[src/rtl/fpu_align_pkg.sv]
// Shared types and default sizes for the FPU operand alignment controller.
// Imported by fpu_align_ctrl and fpu_align_step.
package fpu_align_pkg;

  localparam int SIZE_MAN_DEF = 24;
  localparam int SIZE_EXP_DEF = 8;
  localparam int MAX_STEP_DEF = 8;

  typedef enum logic [1:0] {
    IDLE  = 2'd0,
    SHIFT = 2'd1,
    DONE  = 2'd2
  } state_e;

endpackage

[src/rtl/fpu_align_step.sv]
// One bounded right-shift step of the small mantissa (0..MAX_STEP bits).
// With FPU_ALIGN_STICKY_EN it also flags any nonzero bit shifted out.
module fpu_align_step
  import fpu_align_pkg::*;
#(
  parameter  int SIZE_MAN = SIZE_MAN_DEF,
  parameter  int MAX_STEP = MAX_STEP_DEF,
  localparam int SW       = $clog2(MAX_STEP + 1)
) (
  input  logic [SIZE_MAN-1:0] i_man,
  input  logic [SW-1:0]       i_amt,
`ifdef FPU_ALIGN_STICKY_EN
  output logic                o_lost,
`endif
  output logic [SIZE_MAN-1:0] o_man
);

  // shift; dropped bits are nonzero iff shifting back fails to restore
  always_comb begin
    o_man = i_man >> i_amt;
`ifdef FPU_ALIGN_STICKY_EN
    o_lost = ((o_man << i_amt) != i_man);
`endif
  end

endmodule

[src/rtl/fpu_align_ctrl.sv]
// Exponent compare and multi-cycle mantissa alignment with handshakes.
// Optional sticky tracking is enabled by FPU_ALIGN_STICKY_EN.
module fpu_align_ctrl
  import fpu_align_pkg::*;
#(
  parameter int SIZE_MAN = SIZE_MAN_DEF,
  parameter int SIZE_EXP = SIZE_EXP_DEF,
  parameter int MAX_STEP = MAX_STEP_DEF
) (
  input  logic                i_clk,
  input  logic                i_rst_n,
  input  logic                i_valid,
  output logic                o_ready,
  input  logic [SIZE_EXP-1:0] i_exp_a,
  input  logic [SIZE_EXP-1:0] i_exp_b,
  input  logic [SIZE_MAN-1:0] i_man_a,
  input  logic [SIZE_MAN-1:0] i_man_b,
  output logic                o_valid,
  input  logic                i_ready,
  output logic [SIZE_EXP-1:0] o_exp,
  output logic [SIZE_MAN-1:0] o_man_big,
  output logic [SIZE_MAN-1:0] o_man_small,
  output logic                o_sticky,
  output logic                o_swap
);

  localparam int SW = $clog2(MAX_STEP + 1);

  state_e              state_q, state_d;
  logic                swap_q, swap_d;
  logic [SIZE_EXP-1:0] exp_q, exp_d;
  logic [SIZE_MAN-1:0] big_q, big_d;
  logic [SIZE_MAN-1:0] small_q, small_d;
  logic [SIZE_EXP-1:0] rem_q, rem_d;

  logic                swap_in;
  logic [SIZE_EXP-1:0] diff;
  logic [SIZE_MAN-1:0] small_in;
  logic                sat;
  logic [SW-1:0]       amt;
  logic [SIZE_MAN-1:0] step_man;
`ifdef FPU_ALIGN_STICKY_EN
  logic                step_lost;
`endif

  // order operands of a new request and measure their distance
  always_comb begin
    swap_in  = i_exp_b > i_exp_a;
    diff     = swap_in ? i_exp_b - i_exp_a : i_exp_a - i_exp_b;
    small_in = swap_in ? i_man_a : i_man_b;
    sat      = 32'(diff) >= SIZE_MAN;
    amt      = (32'(rem_q) > MAX_STEP) ? SW'(MAX_STEP) : SW'(rem_q);
  end

  fpu_align_step #(
    .SIZE_MAN (SIZE_MAN),
    .MAX_STEP (MAX_STEP)
  ) u_step (
    .i_man  (small_q),
    .i_amt  (amt),
`ifdef FPU_ALIGN_STICKY_EN
    .o_lost (step_lost),
`endif
    .o_man  (step_man)
  );

  // next state and datapath update
  always_comb begin
    state_d = state_q;
    swap_d  = swap_q;
    exp_d   = exp_q;
    big_d   = big_q;
    small_d = small_q;
    rem_d   = rem_q;
    unique case (state_q)
      IDLE: begin
        if (i_valid) begin
          swap_d  = swap_in;
          exp_d   = swap_in ? i_exp_b : i_exp_a;
          big_d   = swap_in ? i_man_b : i_man_a;
          small_d = small_in;
          rem_d   = '0;
          state_d = DONE;
          if (sat) begin
            small_d = '0;
          end else if (diff != '0) begin
            rem_d   = diff;
            state_d = SHIFT;
          end
        end
      end
      SHIFT: begin
        small_d = step_man;
        rem_d   = rem_q - SIZE_EXP'(amt);
        if (rem_d == '0) state_d = DONE;
      end
      DONE: begin
        if (i_ready) state_d = IDLE;
      end
      default: state_d = IDLE;
    endcase
  end

  // state and datapath registers
  always_ff @(posedge i_clk or negedge i_rst_n) begin
    if (!i_rst_n) begin
      state_q <= IDLE;
      swap_q  <= 1'b0;
      exp_q   <= '0;
      big_q   <= '0;
      small_q <= '0;
      rem_q   <= '0;
    end else begin
      state_q <= state_d;
      swap_q  <= swap_d;
      exp_q   <= exp_d;
      big_q   <= big_d;
      small_q <= small_d;
      rem_q   <= rem_d;
    end
  end

`ifdef FPU_ALIGN_STICKY_EN
  logic sticky_q, sticky_d;

  // collect every nonzero bit dropped from the small mantissa
  always_comb begin
    sticky_d = sticky_q;
    unique case (state_q)
      IDLE:    if (i_valid) sticky_d = sat ? |small_in : 1'b0;
      SHIFT:   sticky_d = sticky_q | step_lost;
      default: sticky_d = sticky_q;
    endcase
  end

  // sticky register
  always_ff @(posedge i_clk or negedge i_rst_n) begin
    if (!i_rst_n) sticky_q <= 1'b0;
    else          sticky_q <= sticky_d;
  end

  assign o_sticky = sticky_q;
`else
  assign o_sticky = 1'b0;
`endif

  assign o_ready     = (state_q == IDLE);
  assign o_valid     = (state_q == DONE);
  assign o_swap      = swap_q;
  assign o_exp       = exp_q;
  assign o_man_big   = big_q;
  assign o_man_small = small_q;

endmodule

[config.mk]
export PLATFORM = sky130hd
export DESIGN_NAME = fpu_align_ctrl
export DESIGN_NICKNAME = d
export VERILOG_FILES = /design/src/rtl/fpu_align_pkg.sv /design/src/rtl/fpu_align_step.sv /design/src/rtl/fpu_align_ctrl.sv
export SDC_FILE = /design/constraint.sdc
export NUM_CORES = 1
export LEC_CHECK = 0
export BUFFER_PORTS_ARGS = -buffer_cell sky130_fd_sc_hd__buf_4
export CAP_MARGIN = 20
export CELL_PAD_IN_SITES_DETAIL_PLACEMENT = 1
export CELL_PAD_IN_SITES_GLOBAL_PLACEMENT = 1
export CORE_ASPECT_RATIO = 0.75
export CORE_MARGIN = 5
export CORE_UTILIZATION = 41
export CTS_BUF_LIST = sky130_fd_sc_hd__clkbuf_2
export DETAILED_ROUTE_END_ITERATION = 10
export PLACE_DENSITY = 0.88
export SYNTH_ARGS = -nofsm -noshare
export SYNTH_HDL_FRONTEND = slang
export SYNTH_SLANG_ARGS = --single-unit
[constraint.sdc]
create_clock -name i_clk -period 3.7 [get_ports i_clk]
set_input_delay 0.74 -clock i_clk [delete_from_list [all_inputs] [get_ports i_clk]]
set_output_delay 0.74 -clock i_clk [all_outputs]
set_load 0.01 [all_outputs]
==> metrics <==
fin. max-slew vios 0; largest family of logic cells by synthesized area compound AO/OA/AOI/OAI gates; Clk pwr share 9.0%; min Tclk post-route 3169 ps; post-synthesis mux area share 17.95%; Critical Path AT 3590 ps; Area contributors post-synth dfrtp_1 33%, mux2i_1 14%, nand2_1 5.4%; top_reg_cell synth dfrtp_1; critical path depth 12; count of input and output buffers 126; Synth Area in XOR/XNOR 1.033%; nets@finish 773; CP Data Required Time 4120 ps; combinational share of power 58.9%; Sw Share 48.68%; average size of a mapped cell 8.684 um2; Antenna Nets Post-Route 0; status completed; clk root buf clkbuf_2; crit-path leading delay family compound AO/OA/AOI/OAI gates; setup TNS 0 ps; Max Fanout on Critical Path 22; share of the clock period used by the worst path 85.65%; Post-Synthesis Cells 586; Max Cap Viol 0; Worst path max stage delay 400 ps; IO Pins 128; Syn-to-layout area delta 21.69%; TritonCTS Buffers 9; top cells by count, synth 73 x nand2_1, 71 x mux2i_1, 67 x dfrtp_1, 50 x a21oi_1, 41 x o21ai_0; DP Wirelength 12570 um; Simple-Gate Fraction of Synth Area 14.14%; pre-CTS WS 49.67 ps; largest net degree at the start of global routing 76; Reg-to-Reg Start rem_q[4]; Post-Synth Adder-Cell Area 4.721%; final estimated routing congestion in global placement 0.9751; Seq pwr share 32.1%; Post-CTS Setup Repair Bufs 0; # hold bufs at CTS 0; FF-to-FF path depth 11; total clock sinks 67; final wirelength 16740 um; Starting Density 41.65%; post_cts resized 0; R2R Path End state_q[1]; post-synthesis compound-gate area fraction 22.89%; area of the core 12220 um2; number of vias per cell 5.777; internal power 2.321 mW; die area 14760 um2; Pwr Density 730.5 nW/um2; antenna cells 0; site row count 35; CTS tree done; via count 4945; Max Freq 315.6 MHz; DIE HEIGHT 106.5 um; worst setup slack after layout 531.1 ps; Initial DRC Count 315; Max Root-Sink Buffers 2; Skew-Pair Late Insertion Delay 530 ps; antenna violations before repair 0; residual DRC count 0; endpoints failing setup 0; slowest CP cell ha_1; Peak VDD IR 325.7 uV; Post-synth ARST share 100.0%; Seq cells post-synth 67; Worst-Margin Slew 895.2 ps; worst-path cell chain buf_4, inv_1, ha_1, a21oi_1, o21ai_2, o21ai_4, mux2i_1, xnor2_1, a2111oi_4, buf_12, nand2_2, o311ai_2; Sw Pwr 2.202 mW; crit start category primary input; Seq/Total Area, Yosys 32.95%; Crit. End Element flop; hold crit path type primary input to asynchronous set/reset pin; wire per inst 19.56 um; area share of the largest cell type after synthesis 32.95%; Leakage 3.085 nW; distinct cell type count after synthesis 62; synthesized net count 672; GR Overflow Total 0; Die W 138.6 um; largest area contributor in the netlist dfrtp_1; global-route usage over all layers 22.93%; RSZ-0062 raised after global routing no; R2R setup slack 680 ps; number of global-route vias before repair 5252; clock slew at reported path FFs 180 ps; critical path type primary input to flop; global-route wire length before repair 27790 um; Final Hold Viols 0; H-Tree Depth 3; fraction of layout instances using a drive strength above 1 26.09%; Clock Skews 23.23 ps; count leader, synth nand2_1; Filler cells 1475; Yosys warning count 0; Slew headroom 40.32%; Pre-Repair DR Iteration Count 5; Synth Cell Area 5089 um2; Post-synth EDFFs 0; CP Buf/Inv Count 3
[placed cells by master, fill, tap and decap left out, drive strengths merged, types with 5 or more instances in the layout]
master	netlist	routed
buf	22	136
nand2	75	75
mux2i	71	71
dfrtp	67	67
a21oi	51	51
o21ai	46	46
nor2	40	40
inv	22	22
mux2	18	18
a31oi	17	17
ha	16	16
nand3	14	14
a22oi	11	11
clkbuf	24	9
nor3	6	6
and2	5	5
a32oi	5	5
a21o	5	5
a211oi	5	5
a221o	5	5
[final cells by class]
class                           count  area, um2  area share [%]
Clock buffer                        9      45.04          0.7274
Clock inverter                      5      46.29          0.7476
Inverter                           22      82.58           1.334
Multi-Input combinational cell    451       3100           50.07
Sequential cell                    67       1677           27.08
Tap cell                          166      207.7           3.354
Timing Repair Buffer              136       1033           16.69
[through the flow]
stage | cell area (um2) | power, mW | cells | util [%] | hold slack [ps]
2_1_floorplan | 5089 | 3.034 | 586 | - | 444.4
3_5_place_dp | 6101 | 4.115 | 842 | 49.93 | 472.4
3_3_place_gp | 6101 | 3.966 | 842 | 49.93 | 463.1
6_report | 6192 | 4.523 | 856 | 50.68 | 302.9
5_1_grt | 6192 | 4.901 | 856 | 50.68 | 339.1
4_1_cts | 6192 | 4.537 | 856 | 50.68 | 308.4
[power by group through the flow]
stage	logic [mW]	clock network (mW)	registers (mW)
floorplan	1.61	0	1.42
global placement	2.53	0	1.44
detailed placement	2.65	0	1.46
CTS	2.67	0.423	1.45
global route	2.94	0.452	1.51
finish	2.66	0.406	1.45
[per-layer routing]
| metal | GRT usage [%] | part of all wire, % |
|---|---|---|
| met1 | 30.29 | 46 |
| met2 | 37.33 | 47 |
| met3 | 6.655 | 6.6 |
| met4 | 5.517 | 0.99 |
| met5 | 0 | 0 |
[sequential cells by signal (all words and copies together), names as in the netlist]
name	cells
o_man_small	24
state_q	2
rem_q	8
o_exp	8
o_man_big	24
o_swap	1
[cells by family (layout without fill, tap and decap cells)]
| logic type | count (synthesis) | in the layout |
|---|---|---|
| AOI/OAI and AO/OA | 177 | 177 |
| and+or+nand+nor | 159 | 159 |
| muxes | 89 | 89 |
| buffers and inverters | 68 | 172 |
| DFF | 67 | 67 |
| adders and majority gates | 18 | 18 |
| xor gates and xnor gates | 6 | 6 |
| other | 2 | 2 |
[how the worst max path moves through the flow]
stage / startpoint / to
2_1_floorplan: i_exp_b[0] / o_man_small[15]
5_1_grt: rem_q[4] / state_q[1]
3_3_place_gp: i_exp_b[0] / o_man_small[15]
3_5_place_dp: i_exp_a[0] / o_man_small[20]
6_report: i_exp_a[5] / o_man_small[16]
4_1_cts: i_exp_a[5] / o_man_small[20]
Power figures use the tool's default switching activity.
